**src/rtl/muldiv_unit.sv**
```systemverilog
// muldiv_unit: iterative radix-2 multiply/divide with architectural HI/LO registers.
// Revision 1.0
`default_nettype none

module muldiv_unit #(
  parameter int WIDTH = 32
) (
  input  logic             clk,
  input  logic             reset,
  input  logic             start,
  input  logic [1:0]       op,
  input  logic [WIDTH-1:0] srca,
  input  logic [WIDTH-1:0] srcb,
  input  logic             flush,
  input  logic             wehi,
  input  logic             welo,
  input  logic [WIDTH-1:0] wdata,
  output logic             busy,
  output logic             done,
  output logic [WIDTH-1:0] hi,
  output logic [WIDTH-1:0] lo
);

  localparam int CW = $clog2(WIDTH + 1);
  localparam logic [1:0] S_IDLE = 2'd0;
  localparam logic [1:0] S_RUN  = 2'd1;
  localparam logic [1:0] S_FIX  = 2'd2;

  logic [1:0]         state, state_nx;
  logic [CW-1:0]      cnt;
  logic               is_div, neg_q, neg_r;
  logic [WIDTH-1:0]   opnd;
  logic [2*WIDTH-1:0] acc, acc_step, prod_fix;
  logic               accept, last_step, fix_commit;

  // Operand conditioning: signed ops work on magnitudes, signs are restored in FIX.
  logic             sgn, a_neg, b_neg;
  logic [WIDTH-1:0] a_mag, b_mag;
  assign sgn   = ~op[0];
  assign a_neg = sgn & srca[WIDTH-1];
  assign b_neg = sgn & srcb[WIDTH-1];
  assign a_mag = a_neg ? -srca : srca;
  assign b_mag = b_neg ? -srcb : srcb;

  // One iteration: shift-add for multiply, restoring shift-subtract for divide.
  logic [WIDTH:0] mul_sum, div_tmp, div_diff;
  assign mul_sum  = {1'b0, acc[2*WIDTH-1:WIDTH]} + (acc[0] ? {1'b0, opnd} : '0);
  assign div_tmp  = {acc[2*WIDTH-1:WIDTH], acc[WIDTH-1]};
  assign div_diff = div_tmp - {1'b0, opnd};
  assign acc_step = !is_div   ? {mul_sum, acc[WIDTH-1:1]} :
                    div_diff[WIDTH] ? {div_tmp[WIDTH-1:0], acc[WIDTH-2:0], 1'b0} :
                                      {div_diff[WIDTH-1:0], acc[WIDTH-2:0], 1'b1};

  // Sign correction; a zero divisor leaves the dividend in the remainder slot.
  logic [WIDTH-1:0] quo, rem, hi_res, lo_res;
  assign quo      = acc[WIDTH-1:0];
  assign rem      = acc[2*WIDTH-1:WIDTH];
  assign prod_fix = neg_q ? -acc : acc;
  assign hi_res   = is_div ? (neg_r ? -rem : rem) : prod_fix[2*WIDTH-1:WIDTH];
  assign lo_res   = !is_div          ? prod_fix[WIDTH-1:0] :
                    (opnd == '0)     ? {WIDTH{1'b1}} :
                    neg_q            ? -quo : quo;

  always_ff @(posedge clk or posedge reset) begin
    if (reset) state <= S_IDLE;
    else       state <= state_nx;
  end

  always_comb begin
    state_nx = state;
    case (state)
      S_IDLE:  if (accept) state_nx = S_RUN;
      S_RUN:   if (flush) state_nx = S_IDLE;
               else if (last_step) state_nx = S_FIX;
      S_FIX:   state_nx = S_IDLE;
      default: state_nx = S_IDLE;
    endcase
  end

  always_comb begin
    busy       = (state != S_IDLE);
    accept     = (state == S_IDLE) && start && !flush;
    last_step  = (state == S_RUN) && (cnt == CW'(WIDTH - 1));
    fix_commit = (state == S_FIX) && !flush;
  end

  always_ff @(posedge clk or posedge reset) begin
    if (reset) begin
      cnt    <= '0;
      is_div <= 1'b0;
      neg_q  <= 1'b0;
      neg_r  <= 1'b0;
      opnd   <= '0;
      acc    <= '0;
    end else if (accept) begin
      cnt    <= '0;
      is_div <= op[1];
      neg_q  <= a_neg ^ b_neg;
      neg_r  <= a_neg;
      opnd   <= op[1] ? b_mag : a_mag;
      acc    <= {{WIDTH{1'b0}}, op[1] ? a_mag : b_mag};
    end else if (state == S_RUN) begin
      cnt    <= cnt + CW'(1);
      acc    <= acc_step;
    end
  end

  always_ff @(posedge clk or posedge reset) begin
    if (reset) begin
      hi   <= '0;
      lo   <= '0;
      done <= 1'b0;
    end else begin
      done <= fix_commit;
      if (fix_commit) begin
        hi <= hi_res;
        lo <= lo_res;
      end else if (!busy) begin
        if (wehi) hi <= wdata;
        if (welo) lo <= wdata;
      end
    end
  end

endmodule

`default_nettype wire
```
**config.mk**
```make
export PLATFORM = sky130hd
export DESIGN_NAME = muldiv_unit
export DESIGN_NICKNAME = d
export VERILOG_FILES = /design/src/rtl/muldiv_unit.sv
export SDC_FILE = /design/constraint.sdc
export NUM_CORES = 1
export LEC_CHECK = 0
export CORE_MARGIN = 4
export CORE_UTILIZATION = 58
export CTS_CLUSTER_DIAMETER = 50
export CTS_CLUSTER_SIZE = 8
export DETAILED_ROUTE_END_ITERATION = 8
export HOLD_SLACK_MARGIN = 0.15
export PLACE_DENSITY = 0.8
export SYNTH_ARGS = -nofsm -noshare
export SYNTH_HDL_FRONTEND = slang
export SYNTH_SLANG_ARGS = --single-unit
```
**constraint.sdc**
```tcl
create_clock -name clk -period 8 [get_ports clk]
set_clock_uncertainty 0.1 [all_clocks]
set_input_delay 1.6 -clock clk [delete_from_list [all_inputs] [get_ports clk]]
set_output_delay 1.6 -clock clk [all_outputs]
set_load 0.05 [all_outputs]
```
# == Word level (Yosys, flattened, before mapping) ==
# Cells that the tools add are included.
# word_totals
inputBits,104
out_inout_bits,66
reg_bits,172
elab_cells,69
# classes
n_reduce_logical,14
eq_ne,6
bitwise,4
muxes,27
n_addsub,8
# ops
cell,count
$mux 32,16
$mux 64,5
$neg 32->32,4
$neg 64->64,1
$add 32x32->33,1
$sub 33x32->33,1
$logic_not 32->1,1
$mux 6,2
$reduce_bool 2->1,4
$add 6x1->6 const B,1
$eq 6x5->1 const B,1
$mux 2,3
$reduce_and 2->1,3
$logic_and 1x1->1,4
$pmux 2 s2,1
$ne 3x3->1 const B,1
$and 1x1->1,2
$eq 2x1->1 const B,1
$eq 2x2->1 const B,1
$logic_not 2->1,1
$ne 2x1->1 const B,1
$ne 2x2->1 const B,1
$logic_not 1->1,1
$not 1->1,1
$xor 1x1->1,1

# == Longest topological paths before layout ==
# Gate-level depths: netlist of run 1.
# depth
ltp_word,5
ltp_mapped,13
ltp_nobuf,13

# == Worst setup path before layout of run 1 ==
# OpenSTA, ideal clock, no wires.
# synth_timing
path_kind,input -> register
startpoint,input port srca[9]
endpoint,register acc[29]
required_ps,7781
path_buffers,0
path_slack_ps,3858
arrival_ps,3923
path_stages,9
path_cell_list,or4_1 > or3_1 > nor3_1 > and2_1 > nand2_1 > o41ai_1 > xor2_1 > mux2i_1 > o21a_1
# synth_via
elab_chain_cells,4
# synth_lines
item,line,rtl
from (decl),12,"input logic [WIDTH-1:0] srca,"
$neg 32->32,42,assign a_mag = a_neg ? -srca : srca;
$mux 32,42,
$mux 32,101,"acc <= {{WIDTH{1'b0}}, op[1] ? a_mag : b_mag};"
$mux 64,95,end else if (accept) begin
to (signal assigned),101,
to (signal assigned),104,acc <= acc_step;
to (decl),33,"logic [2*WIDTH-1:0] acc, acc_step, prod_fix;"
# No other way between the ends.
# A chain may end at the register's enable or synchronous reset.

# == Worst setup path after layout of run 1 ==
# layout_timing
startpoint,input port srcb[7]
endpoint,register acc[28]
# layout_via
elab_chain_cells,4
# layout_lines
item,line,rtl
from (decl),13,"input logic [WIDTH-1:0] srcb,"
$neg 32->32,43,assign b_mag = b_neg ? -srcb : srcb;
$mux 32,43,
$mux 32,101,
$mux 64,95,
# No other way between the ends.

==> results of run 1 <==
## worst paths after layout
check                                     start              endpoint  slack (ns)
max                                     srcb[7]   acc[28]$_DFFE_PP0P_        3.42
min reg2reg                opnd[30]$_DFFE_PP0P_  opnd[30]$_DFFE_PP0P_        0.41
min                        opnd[30]$_DFFE_PP0P_  opnd[30]$_DFFE_PP0P_        0.41
min in group asynchronous                 reset    lo[14]$_DFFE_PP0P_        1.62
max reg2reg                 acc[31]$_DFFE_PP0P_   acc[62]$_DFFE_PP0P_        3.53
max in group asynchronous                 reset    is_div$_DFFE_PP0P_        4.51
## layout make-up
cell class              count  area, um^2  share of cell area, %
flip-flops and latches    172        4310                   25.0
multi-input cells        1482        9840                   57.1
clock inverters            15         215                   1.25
clock buffers              17         425                   2.47
repair buffers            182        1780                   10.4
well taps                 330         413                   2.40
inverters                  66         253                   1.47
## synth_stat cells, types with 14 or more instances
library cell	count	area, um^2
a21oi_1	127	636
nand3_1	24	120
mux2i_1	102	1020
nor3_1	41	205
o31ai_1	26	195
a31oi_1	33	206
a22oi_1	34	255
o41ai_1	16	140
dfrtp_1	172	4300
and3_1	21	131
clkbuf_1	91	342
nor4_1	21	131
a211oi_1	19	143
nor2b_1	21	131
xnor2_1	91	797
ha_1	69	863
nand2b_1	14	87.6
inv_1	66	248
nand2_1	206	773
a21o_1	24	180
o21ai_0	165	826
nor2_1	133	499
xor2_1	83	727
o211ai_1	42	315
o221ai_1	28	245
## critical path, cell delays in order
cell and delay [ns]:
clkdlybuf4s50_1 0.48, or4_1 0.59, or4_1 0.47, nor4_1 0.61
and3_1 0.38, a21oi_1 0.12, xnor2_1 0.24, mux2i_1 0.11
o21a_1 0.20
## layer usage
layer  GRT usage (%)  wire (um)  vias up  share of wire (%)
li1                -          -     6854                  -
met2            53.5      22200      795                 44
met5               0          0        -                  0
met1            50.4      22000     7092                 44
met3            5.68       4620      102                9.2
met4            10.7       1700        0                3.4
## kinds of logic (layout without fill, tap and decap cells)
| group | Yosys count | in the layout | share of synthesized area (%) |
|---|---|---|---|
| AOI/OAI and AO/OA | 570 | 570 | 24.5 |
| and+or+nand+nor | 561 | 561 | 18.2 |
| buffers and inverters | 173 | 280 | 4.60 |
| adders and majority gates | 71 | 71 | 6.10 |
| muxes | 106 | 106 | 7.20 |
| xor gates and xnor gates | 174 | 174 | 10.3 |
| DFF | 172 | 172 | 29.1 |
## report_power, final
| group | switching [mW] | internal, mW |
|---|---|---|
| Clock | 0.462 | 0.442 |
| Sequential | 0.451 | 1.09 |
| Combinational | 2.06 | 1.38 |
## registers in the layout, indices dropped and copies added (netlist names)
register	cells
neg_r	1
is_div	1
acc	64
hi	32
state	2
cnt	6
done	1
opnd	32
neg_q	1
lo	32
==> impl_metrics.tcl, run 1 <==
set metrics [dict create \
    cts_resized 0 \
    routed_wl_um 50500 \
    worstHoldPathType "flop to flop" \
    whs_path_depth 2 \
    max-cap-violations 0 \
    fin_crit_sh_pct 57.3 \
    overflow 0 \
    fin_cells 2264 \
    antenna_found_initial 0 \
    path_max_fanout 4 \
    syn_nets 2002 \
    crit_type "input port to flop" \
    status "finished clean" \
    die-width_um 168 \
    cts_sinks 172 \
    mostFrequentLayoutCell "nand2_1" \
    clk_pin_slew_ns 0.08 \
    cts_tree "done" \
    n_fill_cell 2112 \
    period_needed_ns 4.58 \
    syn_area_per_cell_um2 8.11 \
    final_layout_size_suffix_gt1_share_pct 4.19 \
    clock_path_buffers 2 \
    hold_viol_final 0 \
    post-cts-setup-buffers 0 \
    hold_buffers 0 \
    postSynth.asyncResetShare_pct 100 \
    dpl_cell_area_um2 16600 \
    p_leak_nw 7.23 \
    synth-main-ff-cell "dfrtp_1" \
    synthCells 1827 \
    die_height_um 168 \
    ios 170 \
    portBuffers 169 \
    final_antenna_net_count 0 \
    finalSetupViolCount 0 \
    place_inst 2232 \
    synth_edf_count 0 \
    diodes 0 \
    slew_violations 0 \
    setup_ws_ns 3.42 \
    drc_errors 0 \
    start_util_pct 58.8 \
    track_usage_pct 34.7 \
    required_ns 8.23 \
    core_um2 25200 \
    fin_setup_tns_ns 0 \
    synthesis.area_um2 14800 \
    worst_ep_arrival_time_ns 4.81 \
    place.gp.congestion 0.965 \
    dr.pass1.iters 6 \
    ys_seq_elements 172 \
    clockRootBuffer "clkbuf_16" \
    endpoint_kind "flop" \
    max_freq_ghz 0.218 \
    vias_per_cell 6.56 \
    relSlewSlack_pct 17.6 \
    die_area_um2 28200 \
    rr_worst_depth 13 \
    synth_seq_area_share_pct 29.1 \
    grt_pass1_vias 13700 \
    drtIter0Drc 1631 \
    htreeDepth 4 \
    worstMarginPinSlew_ns 1.22 \
    rsz0062_at_grt "false" \
    holdWs_ns 0.414 \
    ir_drop_mv 0.586 \
    p_per_area_nw_per_um2 342 \
    grt_max_degree 99 \
    fin_util_pct 68.5 \
    numCtsBuffers 17 \
    std_cell_rows 58 \
    stdcell_area_um2 17200 \
    clk_latency_ns 0.45 \
    pre_cts_ws_ns 3.09 \
    vias 14800 \
    nets 2096 \
    area_delta_synth_final_pct 16.4 \
    power.total_mw 5.89 \
    ys_types 75 \
    grt_pass1_wl_um 77900 \
    cp-start-kind "input port" \
    wl_per_cell_um 22.3 \
    synth_warnings 0 \
    mostFrequentLayoutCells "nand2_1, dfrtp_1, clkdlybuf4s50_1, o21ai_0, nor2_1" \
    hpwlAfterDp_um 38400 \
]
Note: power is estimated with default switching activity, not from simulation.
==> inputs of run 2 (changes only) <==
CORE_UTILIZATION = 53   (was 58)
PLACE_DENSITY = 0.77   (was 0.8)
clock period = 4.16 ns   (was 8 ns; I/O delays follow)
==> impl_metrics.tcl, run 2 (synthesis gave the netlist of run 1 again) <==
set metrics [dict create \
    status "finished clean" \
    place.gp.congestion 0.983 \
    post-cts-setup-buffers 0 \
    drtIter0Drc 1794 \
    p_per_area_nw_per_um2 653 \
    cp-start-kind "flop" \
    slew_violations 0 \
    die-width_um 175 \
    power.total_mw 11.5 \
    fin_setup_tns_ns 0 \
    worstMarginPinSlew_ns 1.18 \
    clock_path_buffers 2 \
    required_ns 4.38 \
    largest_reg_flops 64 \
    die_area_um2 30700 \
    crit_type "flop to flop" \
    final_antenna_net_count 0 \
    fin_crit_sh_pct 94.4 \
    clk_pin_slew_ns 0.08 \
    mostFrequentLayoutCell "nand2_1" \
    area_delta_synth_final_pct 18.7 \
    core_um2 27300 \
    slowest_stage "a221oi_1" \
    die_height_um 175 \
    finalSetupViolCount 0 \
    clockRootBuffer "clkbuf_16" \
    top_layer "met5" \
    cts_sinks 172 \
    worst_path_largest_cell_delay_ns 0.46 \
    p_leak_nw 7.39 \
    numCtsBuffers 17 \
    grt_pass1_wl_um 78000 \
    worst_ep_arrival_time_ns 4.15 \
    std_cell_rows 60 \
    diodes 0 \
    regMostFlops "acc" \
    period_needed_ns 3.93 \
    worstHoldPathType "flop to flop" \
    ir_drop_mv 0.358 \
    wl_met1_um 21500 \
    max-cap-violations 0 \
    final_layout_size_suffix_gt1_share_pct 5.80 \
    path_max_fanout 8 \
    hpwlAfterDp_um 38700 \
    critical_path.cell_chain "inv_1 -> nor2_1 -> ha_1 -> a211oi_1 -> o211ai_1 -> a221oi_1 -> o21a_1 -> o41ai_1 -> buf_4 -> a31oi_1 -> buf_4 -> mux2i_1 -> a31oi_1 -> a211o_1" \
    clk_latency_ns 0.45 \
    routed_wl_um 50000 \
    rsz0062_at_grt "false" \
    cts_tree "done" \
    vias_per_cell 6.37 \
    grt_pass1_vias 13800 \
    grt_max_degree 91 \
    wl_per_cell_um 21.4 \
    wl_met2_um 21800 \
    dr.pass1.iters 6 \
    max_freq_ghz 0.255 \
    vias 14900 \
    r2r_setup_slack_ns 0.23 \
    portBuffers 169 \
    ios 170 \
    track_usage_pct 31.7 \
    start_util_pct 54.3 \
    cts_resized 0 \
    hold_buffers 0 \
    n_fill_cell 2317 \
    hold_viol_final 0 \
    endpoint_kind "flop" \
    drc_errors 0 \
    overflow 0 \
    htreeDepth 4 \
    met3WireLength_um 4480 \
    relSlewSlack_pct 21.1 \
    antenna_found_initial 1 \
    mostFrequentLayoutCells "nand2_1, dfrtp_1, clkdlybuf4s50_1, o21ai_0, nor2_1" \
    nets 2129 \
]
[run 2: power by group]
part	total (mW)	leakage, nW	switching, mW	internal [mW]
Clock	1.67	0.293	0.844	0.822
Combinational	6.98	4.98	4.15	2.83
Sequential	2.84	2.13	0.727	2.11
Total	11.5	7.39	5.72	5.76
[run 2: stage by stage]
stage,hold WS [ns],util (%),setup WS (ns),instance area (um^2),std cells
2_1_floorplan,0.356,-,0.665,14800,1827
3_3_place_gp,0.378,62.2,0.181,17000,2307
3_5_place_dp,0.393,62.2,0.123,17000,2307
4_1_cts,0.414,64.5,0.359,17600,2339
5_1_grt,0.451,64.5,0.0684,17600,2339
6_report,0.425,64.5,0.233,17600,2339
[run 2: worst paths after layout]
check,start,cells past startpoint,to
hold reg to reg,opnd[30]$_DFFE_PP0P_,2,opnd[30]$_DFFE_PP0P_
max in group asynchronous,reset,3,is_div$_DFFE_PP0P_
min in group asynchronous,reset,2,state[0]$_DFFE_PP0P_
setup / recovery,acc[0]$_DFFE_PP0P_,14,acc[56]$_DFFE_PP0P_
hold / removal,opnd[30]$_DFFE_PP0P_,2,opnd[30]$_DFFE_PP0P_
setup reg to reg,acc[0]$_DFFE_PP0P_,14,acc[56]$_DFFE_PP0P_
[run 2: area by class of cell]
class / count / area [um^2] / share of cell area [%]
clock buffers: 17 / 425 / 2.42
clock inverters: 15 / 188 / 1.07
inverters: 66 / 251 / 1.43
multi-input cells: 1482 / 9840 / 56.0
flip-flops and latches: 172 / 4310 / 24.5
well taps: 372 / 465 / 2.65
repair buffers: 215 / 2090 / 11.9
[run 2: worst max-delay path, delay by kind of cell, from the launching register on]
family / cells / cell delay [ns]
compound gates: 8 / 2.06
buf+inv: 3 / 0.65
flops: 1 / 0.44
fa+ha+maj: 1 / 0.25
mux: 1 / 0.21
simple gates: 1 / 0.09
[run 2: routing by layer]
metal | vias up | global-route usage (%)
met1 | 7067 | 44.3
met4 | 2 | 11.8
li1 | 6946 | -
met2 | 758 | 48.7
met3 | 128 | 6.51
met5 | - | 0
